**config.mk**
```make
export PLATFORM = sky130hd
export DESIGN_NAME = read_bram_scalar2vector
export DESIGN_NICKNAME = d
export VERILOG_FILES = /design/src/rtl/read_bram_scalar2vector.sv
export SDC_FILE = /design/constraint.sdc
export NUM_CORES = 2
export LEC_CHECK = 0
export ABC_AREA = 1
export BUFFER_PORTS_ARGS = -buffer_cell sky130_fd_sc_hd__buf_4
export CORE_MARGIN = 1.5
export CORE_UTILIZATION = 61
export CTS_BUF_LIST = sky130_fd_sc_hd__clkbuf_16
export DETAILED_ROUTE_END_ITERATION = 10
export PLACE_DENSITY = 0.89
export SLEW_MARGIN = 40
export SYNTH_ARGS = -nofsm -noshare
export SYNTH_HDL_FRONTEND = slang
export SYNTH_SLANG_ARGS = --single-unit
```
**constraint.sdc**
```tcl
create_clock -name clk -period 4.2 [get_ports clk]
set_clock_uncertainty 0.1 [all_clocks]
set_input_delay 1.26 -clock clk [delete_from_list [all_inputs] [get_ports clk]]
set_output_delay 1.26 -clock clk [all_outputs]
set_load 0.005 [all_outputs]
```
**src/rtl/read_bram_scalar2vector.sv**
```systemverilog
// -----------------------------------------------------------------------------
// read_bram_scalar2vector
//
// Purpose:
//   Pulls 32-bit words out of a local BRAM and packs each group of 16
//   consecutive words into one 512-bit line. Every packed line is emitted on
//   the read-side stream as a single-cycle out_valid pulse. This is the mirror
//   of the vector->scalar BRAM writer. Word i of a line sits in
//   bits [i*32+31 -: 32].
//
// Parameters:
//   RD_LATENCY  BRAM read latency in cycles, from re/raddr to valid rdata (1..4)
//   ADDR_W      BRAM word-address width
//
// Ports:
//   clk             clock, all logic on posedge
//   reset_n         synchronous reset, active low
//   op_start        start pulse, sampled only while idle
//   configreg       [15:0] word offset, [31:16] length in 512-bit lines
//   busy            high whenever the engine is not idle
//   bram_re         BRAM read enable
//   bram_raddr      BRAM word read address
//   bram_rdata      BRAM read data, valid RD_LATENCY cycles after bram_re
//   out_valid       one-cycle pulse per packed line
//   out_data        packed line, held stable between pulses
//   out_almostfull  consumer backpressure, no out_valid is issued while high
//   op_done         (only with S2V_DONE_PULSE_EN) one-cycle completion pulse
//
// Optional feature:
//   Define S2V_DONE_PULSE_EN to add the op_done output. Without it, completion
//   can only be seen as busy falling.
// -----------------------------------------------------------------------------
module read_bram_scalar2vector #(
    parameter int RD_LATENCY = 1,
    parameter int ADDR_W     = 16
) (
    input  logic              clk,
    input  logic              reset_n,
    input  logic              op_start,
    input  logic [31:0]       configreg,
    output logic              busy,
    output logic              bram_re,
    output logic [ADDR_W-1:0] bram_raddr,
    input  logic [31:0]       bram_rdata,
    output logic              out_valid,
    output logic [511:0]      out_data,
    input  logic              out_almostfull
`ifdef S2V_DONE_PULSE_EN
    ,
    output logic              op_done
`endif
);

    typedef enum logic [1:0] {
        IDLE  = 2'd0,
        FETCH = 2'd1,
        DRAIN = 2'd2,
        SEND  = 2'd3
    } state_t;

    state_t          state_reg;
    logic [15:0]     offset_reg;
    logic [15:0]     length_reg;
    logic [15:0]     line_cnt_reg;
    logic [3:0]      issue_pos_reg;
    logic [3:0]      recv_pos_reg;
    logic [511:0]    line_buf_reg;

    // Return-path tags: bit/slot i describes the read issued i+1 cycles ago.
    // The oldest stage lines up with the cycle in which bram_rdata is valid.
    logic [RD_LATENCY-1:0] tag_re_reg;
    logic [3:0]            tag_slot_reg [RD_LATENCY];

    logic       ret_valid;
    logic [3:0] ret_slot;

    assign ret_valid = tag_re_reg[RD_LATENCY-1];
    assign ret_slot  = tag_slot_reg[RD_LATENCY-1];
    assign busy      = (state_reg != IDLE);

    // Word address of slot pos in the given line. The sum is formed in 32 bits
    // and then truncated to ADDR_W by the caller, so ranges that run past the
    // top of the BRAM wrap silently to address 0.
    function automatic logic [31:0] word_addr(input logic [15:0] off,
                                              input logic [15:0] line,
                                              input logic [3:0]  pos);
        word_addr = {16'd0, off} + ({16'd0, line} << 4) + {28'd0, pos};
    endfunction

    always_ff @(posedge clk) begin
        if (!reset_n) begin
            state_reg     <= IDLE;
            offset_reg    <= '0;
            length_reg    <= '0;
            line_cnt_reg  <= '0;
            issue_pos_reg <= '0;
            recv_pos_reg  <= '0;
            line_buf_reg  <= '0;
            bram_re       <= 1'b0;
            bram_raddr    <= '0;
            out_valid     <= 1'b0;
            out_data      <= '0;
            tag_re_reg    <= '0;
            for (int i = 0; i < RD_LATENCY; i++) begin
                tag_slot_reg[i] <= '0;
            end
`ifdef S2V_DONE_PULSE_EN
            op_done       <= 1'b0;
`endif
        end else begin
            out_valid <= 1'b0;
`ifdef S2V_DONE_PULSE_EN
            op_done   <= 1'b0;
`endif

            tag_re_reg[0]   <= bram_re;
            tag_slot_reg[0] <= issue_pos_reg;
            for (int i = 1; i < RD_LATENCY; i++) begin
                tag_re_reg[i]   <= tag_re_reg[i-1];
                tag_slot_reg[i] <= tag_slot_reg[i-1];
            end
            if (ret_valid) begin
                line_buf_reg[{ret_slot, 5'd0} +: 32] <= bram_rdata;
                recv_pos_reg <= recv_pos_reg + 4'd1;
            end

            case (state_reg)
                IDLE: begin
                    if (op_start) begin
                        offset_reg    <= configreg[15:0];
                        length_reg    <= configreg[31:16];
                        line_cnt_reg  <= '0;
                        issue_pos_reg <= '0;
                        recv_pos_reg  <= '0;
                        if (configreg[31:16] != 16'd0) begin
                            state_reg  <= FETCH;
                            bram_re    <= 1'b1;
                            bram_raddr <= ADDR_W'(word_addr(configreg[15:0], 16'd0, 4'd0));
                        end else begin
`ifdef S2V_DONE_PULSE_EN
                            op_done <= 1'b1;
`endif
                        end
                    end
                end

                FETCH: begin
                    if (issue_pos_reg == 4'd15) begin
                        bram_re   <= 1'b0;
                        state_reg <= DRAIN;
                    end else begin
                        issue_pos_reg <= issue_pos_reg + 4'd1;
                        bram_raddr    <= ADDR_W'(word_addr(offset_reg, line_cnt_reg,
                                                           issue_pos_reg + 4'd1));
                    end
                end

                DRAIN: begin
                    if (ret_valid && (recv_pos_reg == 4'd15)) begin
                        state_reg <= SEND;
                    end
                end

                SEND: begin
                    if (!out_almostfull) begin
                        out_valid    <= 1'b1;
                        out_data     <= line_buf_reg;
                        line_cnt_reg <= line_cnt_reg + 16'd1;
                        if (line_cnt_reg == (length_reg - 16'd1)) begin
                            state_reg <= IDLE;
`ifdef S2V_DONE_PULSE_EN
                            op_done   <= 1'b1;
`endif
                        end else begin
                            state_reg     <= FETCH;
                            issue_pos_reg <= '0;
                            bram_re       <= 1'b1;
                            bram_raddr    <= ADDR_W'(word_addr(offset_reg,
                                                               line_cnt_reg + 16'd1, 4'd0));
                        end
                    end
                end

                default: state_reg <= IDLE;
            endcase
        end
    end

endmodule

```
# Word level (Yosys, flattened, before mapping)
# Memory sizes are Yosys's and may differ from the RTL's.
# Cells that the tools add are included.
# word_totals
in_bits	68
reg_bits	1101
mem_bits_rw	4
n_memories	1
output_inout_bits	531
elab_cells	88
# op_classes
mux	36
add_sub_neg	8
shift	2
n_reduce_logical	15
n_bitwise	1
n_eq_ne	13
# memory_table
memory	depth	word_bits	rd	rd_ports_with_merged_regs	wr	line_no	rtl
tag_slot_reg	1	4	1	0	1	72	logic [3:0] tag_slot_reg [RD_LATENCY];
# op_table
op	n
$bwmux W512	1
$shift A32 B11 Y512 const A	1
$shiftx A32 B11 Y512	1
$mux W16	7
$pmux W16 S3	1
$add A16 B16 Y16	2
$mux W4	8
$pmux W16 S2	1
$add A16 B1 Y16 const B	1
$add A16 B4 Y16	1
$eq A16 B16 Y1	1
$reduce_bool A16 Y1	1
$sub A16 B1 Y16 const B	1
$ne A2 B2 Y1 const B	7
$pmux W4 S3	1
$reduce_and A6 Y1	2
$neg A9 Y11	1
$mux W1	10
$mux W2	5
$reduce_and A5 Y1	2
$add A4 B1 Y4 const B	2
$eq A4 B4 Y1 const B	2
$pmux W2 S4	1
$reduce_and A2 Y1	3
other kinds (10)	12

# Depth between registers and ports, before layout
# depth
depth_word	5
depth_mapped	19

# Worst setup path after synthesis
# OpenSTA, ideal clock, no wires.
# synth_path
path_type	register to register
startpoint	memory tag_slot_reg[0][0]
endpoint	register line_buf_reg[140]
t_arrival_ns	2.478
required_time_ns	3.972
stages_incl_launch_ff	13
setup_ns	0.128
slack_ns	1.493
path_cell_list	dfxtp_1 inv_1 clkbuf_1 buf_1 ha_1 clkbuf_1 inv_1 nand3_1 nor2_1 inv_1 nor2_4 clkbuf_1 a21oi_1
# synth_between
elab_chain_cells	4
# synth_rtl
element	line_no	rtl
start, declared	72	
$mem_v2 Z1 W4 *	n/a	
$neg A9 Y11 *	123	line_buf_reg[{ret_slot, 5'd0} +: 32] <= bram_rdata;
$shiftx A32 B11 Y512 / $shift A32 B11 Y512 (equally long branches)	123	
$bwmux W512 *	123	
end signal, assigned by index	123	
end, declared	67	logic [511:0] line_buf_reg;
# Every way passes the cells marked *; elsewhere a longest branch is shown, timed or not.
# A chain may end at the register's enable or synchronous reset.

# Worst setup path in the final report
# layout_path
startpoint	memory tag_slot_reg[0][0]
endpoint	register line_buf_reg[38]
# The elaborated chain is that of the path after synthesis.

==> results.sh <==
export IMPL_insertion_delay_ps=680
export IMPL_design_die_area_um2=67800
export IMPL_ant_nets=0
export IMPL_ys_ff_latch=1105
export IMPL_antenna_found_initial=4
export IMPL_synth_common_cells="1171 x nor2_1, 1105 x dfxtp_1, 1043 x o21ai_0"
export IMPL_critPathRequiredTime_ps=4650
export IMPL_core_area_um2=65600
export IMPL_status="finished clean"
export IMPL_cts_buffers=104
export IMPL_io_pins=599
export IMPL_synth_xor_area_share=0.00798
export IMPL_syn_inst=5124
export IMPL_cpMaxStageDelayCell="clkinv_1"
export IMPL_critical_path_class="reg -> reg"
export IMPL_grt_pass1_vias=35800
export IMPL_post_cts_setup_buffers=0
export IMPL_finalInstanceArea_um2=48800
export IMPL_totalWireLength_um=139000
export IMPL_rr_endpoint="line_buf_reg[38]"
export IMPL_gp_congestion=1.01
export IMPL_syn_nets=5231
export IMPL_drt_wirelength_per_cell_um=21.4
export IMPL_drtPass1Iterations=8
export IMPL_cp_depth=12
export IMPL_hold_ws_ps=349
export IMPL_yosys_area_share_simple=0.163
export IMPL_min_period_ps=3480
export IMPL_start_kind="flip-flop"
export IMPL_r2r_cells=12
export IMPL_post_dp_cell_area_um2=45400
export IMPL_num_vias=38400
export IMPL_synthAdderAreaFrac=0.0124
export IMPL_h_tree_depth=3
export IMPL_drt_iter0_drc=5312
export IMPL_cp_cell_sequence="inv_2 > ha_1 > nand3_1 > nand2_2 > nor2_1 > inv_1 > nor2_1 > nand2_1 > buf_4 > clkinv_1 > o21ai_0 > a21oi_1"
export IMPL_ir_worst_vdd_mv=0.416
export IMPL_clock_root_buffer="clkbuf_16"
export IMPL_cp_top_family="buffers and inverters"
export IMPL_fin_tns_setup_ps=0
export IMPL_p_leak_nw=22.4
export IMPL_synth_most_common_cell="nor2_1"
export IMPL_area_growth_pct=20.6
export IMPL_synth_top_area_cell="dfxtp_1"
export IMPL_synth_top_family_by_area="compound AO/OA/AOI/OAI gates"
export IMPL_vias_per_cell=5.91
export IMPL_power_total_w=0.0248
export IMPL_holdPathStages=2
export IMPL_endpoint="line_buf_reg[38]"
export IMPL_relSlewSlack=0.357
export IMPL_start_util=0.616
export IMPL_post_route_util=0.743
export IMPL_yosys_top_cells_area="dfxtp_1 55%, o21ai_0 13%, nor2_1 11%, a21oi_1 7.1%, clkbuf_1 2.6%"
export IMPL_tightest_slew_ps=957
export IMPL_holdBufCountCts=0
export IMPL_io_buffer_count=598
export IMPL_cpPeakStageDelay_ps=650
export IMPL_crit_path_frequent_cell="nor2_1"
export IMPL_crit_path_max_fanout=38
export IMPL_clockBufferDepth=3
export IMPL_synth_area_um2=40400
export IMPL_rsz0062_at_grt="false"
export IMPL_grt_first_pass_wirelength_um=206000
export IMPL_syn_area_per_cell_um2=7.89
export IMPL_max_freq_mhz=287
export IMPL_critPathLaunch="tag_slot_reg[0][0]"
export IMPL_ys_seq_area_frac=0.547
export IMPL_end_kind="flip-flop"
export IMPL_hpwlAfterDp_um=90800
export IMPL_cts_tree="done"
export IMPL_synthMuxAreaShare=0
export IMPL_yosys_cell_types_count=51
export IMPL_clk_pin_slew_worst_paths_ps=60
export IMPL_drc=0
export IMPL_grt_overflow=0
export IMPL_rows=94
export IMPL_synth_edff_count=0
export IMPL_max_cap_viol_count=0
export IMPL_final_hold_violation_count=0
export IMPL_fp_dieW_um=260
export IMPL_synth_async_reset_ratio=0
export IMPL_r2r_start="tag_slot_reg[0][0]"
export IMPL_cts_sinks=1105
export IMPL_cts_resized=0
export IMPL_grt_total_usage=0.392
export IMPL_power_density_nw_per_um2=510
export IMPL_cp_arrival_ps=3930
export IMPL_grt_max_degree=279
export IMPL_setup_viol=0
export IMPL_yosysTopAreaCellShare=0.547
export IMPL_drive_gt1_frac=0.158
export IMPL_die_y_um=260
export IMPL_ff2ff_setup_slack_ps=720
export IMPL_report_final_slew_viol_count=0
export IMPL_cp_num_buf_inv=4
export IMPL_finalCritPeriodShare=0.829
export IMPL_yosys_warnings=0
export IMPL_hp_class="reg -> reg"
export IMPL_synth_top_flop_cell="dfxtp_1"
export IMPL_n_antenna_cell=0
export IMPL_layout_nets=5654
export IMPL_synth_compound_area_frac=0.206
power by group:
| part | leakage, nW | internal (W) | switching [W] |
|---|---|---|---|
| clock | 1.69 | 0.00509 | 0.00418 |
| combinational | 11.8 | 0.00144 | 0.00241 |
| sequential | 8.93 | 0.0112 | 0.000556 |
worst min-delay path: cells and delay by family, from the launching register on:
kind / cells / cell delay (ps)
flip-flops: 1 / 300
buffers and inverters: 1 / 60
AO/OA/AOI/OAI: 1 / 50
through the flow:
step | setup slack [ps] | cells
3_3_place_gp | 745 | 6304
5_1_grt | 396 | 6491
2_1_floorplan | 1490 | 5124
6_report | 719 | 6491
3_5_place_dp | 629 | 6304
4_1_cts | 759 | 6490
cell families (layout without fill, tap and decap cells):
logic type,Yosys count,in the layout
AO/OA/AOI/OAI,1651,1651
XOR/XNOR,36,36
adder cells (fa/ha/maj),39,39
buffers and inverters,658,1161
flip-flops,1105,1105
AND/OR/NAND/NOR,1635,1635
routing by layer:
metal  vias up  GRT usage  share of wire
li1      17700          -              -
met1     17900      0.510           0.38
met2      2355      0.579           0.43
met3       489      0.100           0.12
met4         6      0.253          0.073
met5         -          0        0.00029
worst min path at each step:
stage / start / to / slack (ps)
floorplan: line_buf_reg[224] / line_buf_reg[224] / 330
global placement: line_buf_reg[316] / out_data[316] / 340
detailed placement: line_buf_reg[224] / out_data[224] / 340
CTS: line_buf_reg[298] / out_data[298] / 350
global route: line_buf_reg[33] / out_data[33] / 370
finish: line_buf_reg[252] / out_data[252] / 350
cell type report:
| cell class | count | area (um2) |
|---|---|---|
| Clock inverter | 82 | 733 |
| Timing Repair Buffer | 672 | 5210 |
| Sequential cell | 1105 | 22100 |
| Tap cell | 864 | 1080 |
| Fill cell | 4602 | 16900 |
| Inverter | 303 | 1150 |
| Multi-Input combinational cell | 3361 | 15900 |
| Clock buffer | 104 | 2600 |
placed cells by master, fill, tap and decap left out, drive strengths merged, types with 2 or more instances in the layout:
| cell type | synthesis | layout |
|---|---|---|
| clkinvlp | 0 | 3 |
| clkbuf | 279 | 104 |
| nor3 | 83 | 83 |
| fa | 2 | 2 |
| and2 | 2 | 2 |
| o21ai | 1051 | 1051 |
| buf | 76 | 672 |
| nand3b | 5 | 5 |
| nand3 | 73 | 73 |
| a21o | 2 | 2 |
| ha | 37 | 37 |
| a22oi | 2 | 2 |
| nand2 | 261 | 261 |
| dfxtp | 1105 | 1105 |
| o21bai | 5 | 5 |
| nor4 | 4 | 4 |
| o22ai | 6 | 6 |
| bufinv | 0 | 9 |
| or2 | 4 | 4 |
| inv | 268 | 288 |
| o21a | 2 | 2 |
| a31oi | 2 | 2 |
| nor3b | 3 | 3 |
| nand4 | 12 | 12 |
| a21oi | 571 | 571 |
| xor2 | 22 | 22 |
| a211oi | 6 | 6 |
| nor2 | 1187 | 1187 |
| clkinv | 35 | 85 |
| xnor2 | 14 | 14 |
(Power assumes the default switching activity.)
